**src/rtl/alu_arbiter_pkg.sv**
```systemverilog
// Shared opcode constants, FSM state encoding and illegal-opcode decode for the
// two-port ALU arbiter.
package alu_arbiter_pkg;

    localparam logic [2:0] OP_ADD = 3'b000;
    localparam logic [2:0] OP_SUB = 3'b001;
    localparam logic [2:0] OP_AND = 3'b010;
    localparam logic [2:0] OP_OR  = 3'b011;
    localparam logic [2:0] OP_SLT = 3'b101;
    localparam logic [2:0] OP_SRA = 3'b110;

    typedef enum logic [1:0] {
        ST_IDLE = 2'd0,
        ST_EXEC = 2'd1,
        ST_RESP = 2'd2
    } state_t;

    // 100 and 111 have no ALU function; the ALU drives X for them.
    function automatic logic is_illegal_op(input logic [2:0] op);
        return (op == 3'b100) || (op == 3'b111);
    endfunction

endpackage

```
**src/rtl/alu_arbiter_if.sv**
```systemverilog
// Request/response bundle for both requesters of the ALU arbiter.
interface alu_arbiter_if;
    logic        req0_valid, req0_ready;
    logic [2:0]  req0_aluControl;
    logic [31:0] req0_srcA, req0_srcB;
    logic        req1_valid, req1_ready;
    logic [2:0]  req1_aluControl;
    logic [31:0] req1_srcA, req1_srcB;

    logic        resp0_valid, resp0_ready, resp0_zero, resp0_err;
    logic [31:0] resp0_result;
    logic        resp1_valid, resp1_ready, resp1_zero, resp1_err;
    logic [31:0] resp1_result;

    modport master (
        output req0_valid, req0_aluControl, req0_srcA, req0_srcB,
        output req1_valid, req1_aluControl, req1_srcA, req1_srcB,
        input  req0_ready, req1_ready,
        input  resp0_valid, resp0_result, resp0_zero, resp0_err,
        input  resp1_valid, resp1_result, resp1_zero, resp1_err,
        output resp0_ready, resp1_ready
    );

    modport slave (
        input  req0_valid, req0_aluControl, req0_srcA, req0_srcB,
        input  req1_valid, req1_aluControl, req1_srcA, req1_srcB,
        output req0_ready, req1_ready,
        output resp0_valid, resp0_result, resp0_zero, resp0_err,
        output resp1_valid, resp1_result, resp1_zero, resp1_err,
        input  resp0_ready, resp1_ready
    );
endinterface

```
**src/rtl/alu_arbiter_alu.sv**
```systemverilog
// Existing combinational ALU with 3-bit control; unknown opcodes produce X,
// which callers must mask.
module alu_arbiter_alu
    import alu_arbiter_pkg::*;
(
    input  logic [2:0]  aluControl,
    input  logic [31:0] srcA,
    input  logic [31:0] srcB,
    output logic [31:0] result,
    output logic        zero
);
    always_comb begin
        case (aluControl)
            OP_ADD:  result = srcA + srcB;
            OP_SUB:  result = srcA - srcB;
            OP_AND:  result = srcA & srcB;
            OP_OR:   result = srcA | srcB;
            OP_SLT:  result = {31'b0, srcA < srcB};
            OP_SRA:  result = $unsigned($signed(srcA) >>> srcB[4:0]);
            default: result = 'x;
        endcase
    end

    assign zero = (result == 32'd0);
endmodule

```
**src/rtl/alu_arbiter.sv**
```systemverilog
// Two requesters share one ALU with a single op in flight (IDLE -> EXEC -> RESP).
// Define ALU_ARB_RR_EN for round-robin grant; otherwise port 0 has fixed priority.
module alu_arbiter
    import alu_arbiter_pkg::*;
(
    input  logic         clk,
    input  logic         rst_n,
    alu_arbiter_if.slave bus,
    output logic         busy
);
    state_t      r_state, w_next;
    logic        r_own;
    logic [2:0]  r_op;
    logic [31:0] r_src_a, r_src_b, r_result;
    logic        r_zero, r_err;
    logic        w_grant, w_any, w_accept, w_illegal, w_idle, w_resp, w_resp_rdy;
    logic        w_alu_zero;
    logic [31:0] w_alu_result;

`ifdef ALU_ARB_RR_EN
    // Pointer names the port preferred on the next contended grant.
    logic r_rr_ptr;
    always_ff @(posedge clk) begin
        if (!rst_n)        r_rr_ptr <= 1'b0;
        else if (w_accept) r_rr_ptr <= ~w_grant;
    end
    assign w_grant = (bus.req0_valid && bus.req1_valid) ? r_rr_ptr : !bus.req0_valid;
`else
    assign w_grant = !bus.req0_valid;
`endif

    assign w_any      = bus.req0_valid | bus.req1_valid;
    assign w_resp_rdy = r_own ? bus.resp1_ready : bus.resp0_ready;

    always_ff @(posedge clk) begin
        if (!rst_n) r_state <= ST_IDLE;
        else        r_state <= w_next;
    end

    always_comb begin
        w_next   = r_state;
        w_accept = 1'b0;
        case (r_state)
            ST_IDLE: if (w_any) begin
                w_next   = ST_EXEC;
                w_accept = 1'b1;
            end
            ST_EXEC: w_next = ST_RESP;
            ST_RESP: if (w_resp_rdy) w_next = ST_IDLE;
            default: w_next = ST_IDLE;
        endcase
    end

    always_ff @(posedge clk) begin
        if (!rst_n) begin
            r_own    <= 1'b0;
            r_op     <= '0;
            r_src_a  <= '0;
            r_src_b  <= '0;
            r_result <= '0;
            r_zero   <= 1'b0;
            r_err    <= 1'b0;
        end else begin
            if (w_accept) begin
                r_own   <= w_grant;
                r_op    <= w_grant ? bus.req1_aluControl : bus.req0_aluControl;
                r_src_a <= w_grant ? bus.req1_srcA : bus.req0_srcA;
                r_src_b <= w_grant ? bus.req1_srcB : bus.req0_srcB;
            end
            // Illegal opcodes are masked here so the ALU's X never reaches a port.
            if (r_state == ST_EXEC) begin
                r_err    <= w_illegal;
                r_result <= w_illegal ? '0 : w_alu_result;
                r_zero   <= !w_illegal && w_alu_zero;
            end
        end
    end

    assign w_illegal = is_illegal_op(r_op);

    alu_arbiter_alu u_alu (
        .aluControl (r_op),
        .srcA       (r_src_a),
        .srcB       (r_src_b),
        .result     (w_alu_result),
        .zero       (w_alu_zero)
    );

    assign w_idle = rst_n && (r_state == ST_IDLE);
    assign w_resp = rst_n && (r_state == ST_RESP);
    assign busy   = rst_n && (r_state != ST_IDLE);

    assign bus.req0_ready   = w_idle && bus.req0_valid && !w_grant;
    assign bus.req1_ready   = w_idle && bus.req1_valid && w_grant;

    assign bus.resp0_valid  = w_resp && !r_own;
    assign bus.resp0_result = (w_resp && !r_own) ? r_result : '0;
    assign bus.resp0_zero   = w_resp && !r_own && r_zero;
    assign bus.resp0_err    = w_resp && !r_own && r_err;
    assign bus.resp1_valid  = w_resp && r_own;
    assign bus.resp1_result = (w_resp && r_own) ? r_result : '0;
    assign bus.resp1_zero   = w_resp && r_own && r_zero;
    assign bus.resp1_err    = w_resp && r_own && r_err;
endmodule

```
**src/flat_wrapper.sv**
```systemverilog
// flat-port wrapper written by rule: the top's interface ports become plain ports
module alu_arbiter_flat import alu_arbiter_pkg::*;
  (clk, rst_n, busy, bus_req0_valid, bus_req0_aluControl, bus_req0_srcA, bus_req0_srcB, bus_req1_valid, bus_req1_aluControl, bus_req1_srcA, bus_req1_srcB, bus_req0_ready, bus_req1_ready, bus_resp0_valid, bus_resp0_result, bus_resp0_zero, bus_resp0_err, bus_resp1_valid, bus_resp1_result, bus_resp1_zero, bus_resp1_err, bus_resp0_ready, bus_resp1_ready);
  alu_arbiter_if bus_i ();
  input  logic clk;
  input  logic rst_n;
  output logic busy;
  input wire logic [$bits(bus_i.req0_valid)-1:0] bus_req0_valid;
  input wire logic [$bits(bus_i.req0_aluControl)-1:0] bus_req0_aluControl;
  input wire logic [$bits(bus_i.req0_srcA)-1:0] bus_req0_srcA;
  input wire logic [$bits(bus_i.req0_srcB)-1:0] bus_req0_srcB;
  input wire logic [$bits(bus_i.req1_valid)-1:0] bus_req1_valid;
  input wire logic [$bits(bus_i.req1_aluControl)-1:0] bus_req1_aluControl;
  input wire logic [$bits(bus_i.req1_srcA)-1:0] bus_req1_srcA;
  input wire logic [$bits(bus_i.req1_srcB)-1:0] bus_req1_srcB;
  output wire logic [$bits(bus_i.req0_ready)-1:0] bus_req0_ready;
  output wire logic [$bits(bus_i.req1_ready)-1:0] bus_req1_ready;
  output wire logic [$bits(bus_i.resp0_valid)-1:0] bus_resp0_valid;
  output wire logic [$bits(bus_i.resp0_result)-1:0] bus_resp0_result;
  output wire logic [$bits(bus_i.resp0_zero)-1:0] bus_resp0_zero;
  output wire logic [$bits(bus_i.resp0_err)-1:0] bus_resp0_err;
  output wire logic [$bits(bus_i.resp1_valid)-1:0] bus_resp1_valid;
  output wire logic [$bits(bus_i.resp1_result)-1:0] bus_resp1_result;
  output wire logic [$bits(bus_i.resp1_zero)-1:0] bus_resp1_zero;
  output wire logic [$bits(bus_i.resp1_err)-1:0] bus_resp1_err;
  input wire logic [$bits(bus_i.resp0_ready)-1:0] bus_resp0_ready;
  input wire logic [$bits(bus_i.resp1_ready)-1:0] bus_resp1_ready;
  assign bus_i.req0_valid = bus_req0_valid;
  assign bus_i.req0_aluControl = bus_req0_aluControl;
  assign bus_i.req0_srcA = bus_req0_srcA;
  assign bus_i.req0_srcB = bus_req0_srcB;
  assign bus_i.req1_valid = bus_req1_valid;
  assign bus_i.req1_aluControl = bus_req1_aluControl;
  assign bus_i.req1_srcA = bus_req1_srcA;
  assign bus_i.req1_srcB = bus_req1_srcB;
  assign bus_req0_ready = bus_i.req0_ready;
  assign bus_req1_ready = bus_i.req1_ready;
  assign bus_resp0_valid = bus_i.resp0_valid;
  assign bus_resp0_result = bus_i.resp0_result;
  assign bus_resp0_zero = bus_i.resp0_zero;
  assign bus_resp0_err = bus_i.resp0_err;
  assign bus_resp1_valid = bus_i.resp1_valid;
  assign bus_resp1_result = bus_i.resp1_result;
  assign bus_resp1_zero = bus_i.resp1_zero;
  assign bus_resp1_err = bus_i.resp1_err;
  assign bus_i.resp0_ready = bus_resp0_ready;
  assign bus_i.resp1_ready = bus_resp1_ready;
  alu_arbiter u_core (.clk(clk), .rst_n(rst_n), .bus(bus_i), .busy(busy));
endmodule
```
**config.mk**
```make
export PLATFORM = sky130hd
export DESIGN_NAME = alu_arbiter_flat
export DESIGN_NICKNAME = d
export VERILOG_FILES = /design/src/rtl/alu_arbiter_pkg.sv /design/src/rtl/alu_arbiter_if.sv /design/src/rtl/alu_arbiter_alu.sv /design/src/rtl/alu_arbiter.sv /design/src/flat_wrapper.sv
export SDC_FILE = /design/constraint.sdc
export NUM_CORES = 1
export LEC_CHECK = 0
export ABC_AREA = 1
export ABC_CLOCK_PERIOD_IN_PS = 6300
export BUFFER_PORTS_ARGS = -buffer_cell sky130_fd_sc_hd__buf_2
export CORE_AREA = 2 2 171 173
export CTS_CLUSTER_SIZE = 25
export DETAILED_ROUTE_END_ITERATION = 10
export DIE_AREA = 0 0 173 175
export HOLD_SLACK_MARGIN = 0.1
export PLACE_DENSITY = 0.63
export SLEW_MARGIN = 20
export SYNTH_ARGS = -nofsm -noshare
export SYNTH_HDL_FRONTEND = slang
export SYNTH_SLANG_ARGS = --single-unit
```
**constraint.sdc**
```tcl
create_clock -name clk -period 6.3 [get_ports clk]
set_input_delay 1.26 -clock clk [delete_from_list [all_inputs] [get_ports clk]]
set_output_delay 1.26 -clock clk [all_outputs]
set_load 0.05 [all_outputs]
```
=== After elaboration in Yosys (flattened, before gate mapping) ===
Cells that the tools add are included.

* Logic and storage cells: 62
* Output and inout port bits: 73
* Input port bits: 140
* Register bits: 104

* Eq/ne operators: 11
* Reduce and logical (&&, ||, !) cells: 23
* Bitwise operators: 3
* Magnitude comparators: 1
* Add/subtract/negate cells: 2
* Shifts and indexed selects: 1
* Multiplexer cells: 13

{| class="wikitable"
|+ Operators by type and width
! operator !! number
|-
| 32-bit case mux with 6 select lines || 1
|-
| 32-bit 2-to-1 mux || 5
|-
| 32-bit adder || 1
|-
| 32-bit bitwise AND || 1
|-
| 32-bit zero test || 1
|-
| 32-bit less-than comparator || 1
|-
| 32-bit OR || 1
|-
| 32-bit by 5-bit >>> shifter with 32-bit output || 1
|-
| 32-bit subtractor || 1
|-
| 1-bit logical AND || 14
|-
| 3-bit == test (second input constant) || 4
|-
| 3-bit by 2-bit == test with 1-bit output (second input constant) || 2
|-
| 2-bit case mux with 3 select lines || 1
|-
| 2-bit 2-to-1 mux || 2
|-
| 2-bit by 1-bit inequality test with 1-bit output (second input constant) || 2
|-
| 3-bit by 1-bit == test with 1-bit output (second input constant) || 1
|-
| 1-bit zero test || 3
|-
| 3-bit zero test || 1
|-
| 1-bit 2-to-1 mux || 3
|-
| 3-bit 2-to-1 mux || 1
|-
| 2-bit by 1-bit == test with 1-bit output (second input constant) || 1
|-
| 2-bit == test (second input constant) || 1
|-
| 2-bit zero test || 1
|-
| 2-bit AND reduction || 1
|-
| 3 further kinds || 3
|}

=== Logic depth before layout (Yosys ltp) ===
* Word-level depth: 4
* Mapped depth: 24
* Gate-level depth less buffers: 22

=== Hierarchy ===
A second synthesis with hierarchy kept.

* Cells, all modules: 2706
* Area, all modules: 13925.9 um^2

{| class="wikitable"
|+ Modules (own cells, without submodules)
! module !! instances !! area each (um^2) !! cells an instance !! sequential area each (um^2)
|-
| alu_arbiter_alu || 1 || 8275.4 || 1707 || 0.0
|-
| alu_arbiter || 1 || 5650.4 || 999 || 2082.0
|}

=== Worst setup path after synthesis ===
Ideal clock, no wire load.

* Kind: in2out
* Start: input port rst_n
* End: output port bus_resp1_result[10]
* Data arrival time: 3.619 ns
* Slack: 1.421 ns
* Cell stages on the path: 6
* Buffers on the path: 2
* Data required time: 5.040 ns
* Path through: clkbuf_1 nand2_1 nor2_1 clkinv_1 clkbuf_1 nor2_1

* Cells in the longest elaborated chain, start to end: 3

{| class="wikitable"
|+ RTL lines
! item !! RTL line !! text
|-
| start: declaration || flat_wrapper.sv:6 || <nowiki>input logic rst_n;</nowiki>
|-
| 1-bit logical AND || alu_arbiter.sv:90 || <nowiki>assign w_resp = rst_n && (r_state == ST_RESP);</nowiki>
|-
| 1-bit logical AND || n/a ||
|-
| named net bus_resp1_valid || flat_wrapper.sv:22 || <nowiki>output wire logic [$bits(bus_i.resp1_valid)-1:0] bus_resp1_valid;</nowiki>
|-
| 32-bit 2-to-1 mux || alu_arbiter.sv:101 || <nowiki>assign bus.resp1_result = (w_resp && r_own) ? r_result : '0;</nowiki>
|-
| end: declaration || flat_wrapper.sv:23 || <nowiki>output wire logic [$bits(bus_i.resp1_result)-1:0] bus_resp1_result;</nowiki>
|}

The timed path passes the listed nets, and every way through them passes these cells.

=== Worst setup path in the final report ===
* Start: input port rst_n
* End: output port bus_resp1_result[14]

* Cells in the longest elaborated chain, start to end: 3

{| class="wikitable"
|+ RTL lines
! item !! RTL line
|-
| 1-bit logical AND || alu_arbiter.sv:90
|-
| 1-bit logical AND || alu_arbiter.sv:101
|-
| 32-bit 2-to-1 mux || alu_arbiter.sv:101
|}

No other way between the ends.

==> impl_results.md <==
* Combinational power share at 0.589
* Die Ht at 175 um
* Final setup viols at 0
* Worst r2r src: u_core.r_src_b[2]
* First-pass DRT Iterations at 5
* Cell variety after synth at 43
* CP Launch Point: rst_n
* Hold Vio Cnt, Final at 0
* Skew-Pair Late Insertion Delay at 0.38 ns
* Period minus WS final at 4.784 ns
* Period utilisation layout at 0.7594
* ANT nets after route at 0
* Largest net degree at the start of global routing at 136
* Slew Viols, Final at 0
* Hold Path Class: register to register
* Register area share after synthesis at 0.1648
* Drt wl/cell at 17.91 um
* Resized Gates After CTS at 0
* Number of buffers created by CTS at 9
* Post-CTS setup buffer count at 0
* Syn nets at 2,561
* RSZ-0062 raised after global routing: no
* Initial Util at 0.4450
* GRT Residual Overflow at 0
* GPL Wtd Cong at 0.9779
* Syn. warnings at 0
* Maximum buffer depth of the clock tree at 2
* Crit-path max FO at 73
* Share of post-route cells with drive strength above 1 at 0.1132
* All-Layer GR Usage at 0.3317
* FP Rows at 62
* H-tree levels at 3
* Pwr Density at 245.7 nW/um2
* Layout Nets at 2,681
* First-pass GRT wire length at 78.23 mm
* Final TNS setup at 0 ns
* Net Sw Frac at 0.5274
* Worst slew margin at 0.3117
* Static leakage at 7.204 nW
* Clock skew at 0.01051 ns
* Vias in the first global route at 14,180
* CTS Sinks at 104
* Critical Path RT at 5.04 ns
* Cells after Synth at 2,323
* I/O pins at 213
* Outcome: finished clean
* Max Fclk at 0.2090 GHz
* DP HPWL at 41.35 mm
* Port Buffers at 212
* Avg Vias per Cell at 5.401
* Syn Area/Cell at 5.439 um2
* Flop and latch count out of synthesis at 104
* Root buffer cell: clkbuf_16
* Worst Min Path Start: u_core.r_result[6]
* Crit Path Class: input pin to output port
* Initial antenna violation count at 0
* Switching power at 1.818 mW
* Hold Slack at 0.4637 ns
* Die footprint at 30,280 um2
* Seq pwr share at 0.246
* Vias at 15,300
* DRC errors left at 0
* Ys flop type: dfxtp_1
* Post-synth ARST share at 0
* Antenna diode count at 0
* CTS tree: done
* Area grow syn2layout at 11.05%
* Critical path arrival at 3.52 ns
* Clock Pin Slew Worst Setup and Hold Paths at 0.07 ns
* Die X at 173 um
* Clock power frac at 0.165
* Max_cap viols at 0
* WL final at 50.73 mm
* Critical Path Sink Type: output port
* Worst-margin pin slew at 1.031 ns
* Post-CTS Hold Buffers at 0
* VDD IR max at 0.0002114 V
* Mapped cell area at 12,630 um2
* Internal Power at 1.629 mW
* Post-synth EDFFs at 0
* Core area at 28,390 um2
* 1st-iter DRT viols at 1,641
* Type of origin of the critical path: input pin
* Fill cells at 3,191
## cell families after synthesis
logic type	share of synthesized area
adder cells (fa/ha/maj)	0.09824
buffers and inverters	0.1401
AND/OR/NAND/NOR	0.4376
XOR/XNOR	0.004853
flip-flops	0.1648
AO/OA/AOI/OAI	0.1544
## metal layers
layer / vias to the layer above / share of wire / track usage
li1: 7668 / - / -
met1: 6995 / 0.45 / 0.4610
met2: 569 / 0.44 / 0.5295
met3: 63 / 0.075 / 0.04243
met4: 0 / 0.030 / 0.1112
met5: - / 0 / 0
## cell usage after synthesis (3+ instances only)
| library cell | n | share of area |
|---|---|---|
| nand2_1 | 753 | 0.22 |
| nor3_1 | 16 | 0.0063 |
| and3_1 | 4 | 0.0020 |
| o22ai_1 | 5 | 0.0025 |
| nand3b_1 | 4 | 0.0024 |
| ha_1 | 96 | 0.095 |
| buf_1 | 7 | 0.0021 |
| buf_2 | 34 | 0.013 |
| xor2_1 | 7 | 0.0049 |
| nand3_1 | 291 | 0.12 |
| a21oi_1 | 124 | 0.049 |
| clkbuf_1 | 61 | 0.018 |
| nand3_2 | 3 | 0.0024 |
| o221ai_1 | 8 | 0.0055 |
| a31oi_1 | 70 | 0.035 |
| o21ai_1 | 3 | 0.0012 |
| o211ai_1 | 5 | 0.0030 |
| dfxtp_1 | 104 | 0.16 |
| buf_4 | 6 | 0.0036 |
| clkinv_1 | 5 | 0.0015 |
| inv_1 | 301 | 0.089 |
| o21bai_1 | 7 | 0.0042 |
| buf_6 | 10 | 0.0089 |
| o21a_1 | 3 | 0.0018 |
| nand2_2 | 6 | 0.0030 |
| nor2_2 | 7 | 0.0035 |
| o21ai_0 | 124 | 0.049 |
| inv_2 | 6 | 0.0018 |
| nor2_1 | 218 | 0.065 |
| nand4_1 | 16 | 0.0079 |
## per-stage QoR
stage	setup slack [ns]	total power [mW]	area, um2	utilization	std cells
floorplan	1.421	2.251	12630	-	2323
global placement	1.733	2.837	13730	0.4835	2816
detailed placement	1.563	2.845	13730	0.4835	2816
CTS	1.566	3.423	14030	0.4941	2832
global route	1.217	3.734	14030	0.4942	2832
finish	1.516	3.447	14030	0.4942	2832
## path summary, 6_finish.rpt
kind,endpoint,slack (ns),depth (start not counted)
min reg2reg,u_core.r_result[6],0.46,2
max reg2reg,u_core.r_zero,1.96,20
max,bus_resp1_result[14],1.52,7
min,u_core.r_result[6],0.46,2
## critical path: stages
cell	delay [ns]
buf_2	0.07
buf_4	0.50
nand2_1	0.17
nor2_1	0.15
clkinv_1	0.72
nor2_1	0.31
buf_2	0.30
## layout by cell type, fill, tap and decap left out, types with 4 or more instances in the layout
cell       instances
a21oi_1          124
a31oi_1           70
and3_1             4
buf_2            212
buf_4             16
clkbuf_16          9
clkinv_1           5
dfxtp_1          104
ha_1              96
inv_1            301
inv_2              6
nand2_1          752
nand2_2            7
nand3_1          291
nand3b_1           4
nand4_1           16
nor2_1           218
nor2_2             7
nor3_1            15
o211ai_1           5
o21ai_0          124
o21bai_1           7
o221ai_1           8
o22ai_1            5
xor2_1             7
## final cells by class
class | count | area, um2 | area share
Clock buffer | 11 | 252.7 | 0.01801
Clock inverter | 5 | 47.55 | 0.003389
Inverter | 313 | 1177 | 0.08391
Multi-Input combinational cell | 1786 | 8790 | 0.6264
Sequential cell | 104 | 2082 | 0.1484
Tap cell | 384 | 480.5 | 0.03424
Timing Repair Buffer | 229 | 1201 | 0.08561
## flip-flops by register name, indices dropped and copies added, names as in the netlist
name	count
u_core.r_err	1
u_core.r_op	3
u_core.r_own	1
u_core.r_result	32
u_core.r_src_a	32
u_core.r_src_b	32
u_core.r_state	2
u_core.r_zero	1
## power groups by stage
stage	Combinational (mW)	Clock (mW)	Sequential, mW
2_1_floorplan	1.44	0	0.808
3_3_place_gp	1.98	0	0.858
3_5_place_dp	1.99	0	0.860
4_1_cts	1.99	0.583	0.845
5_1_grt	2.26	0.610	0.859
6_report	2.03	0.569	0.849
Power figures use the tool's default switching activity.
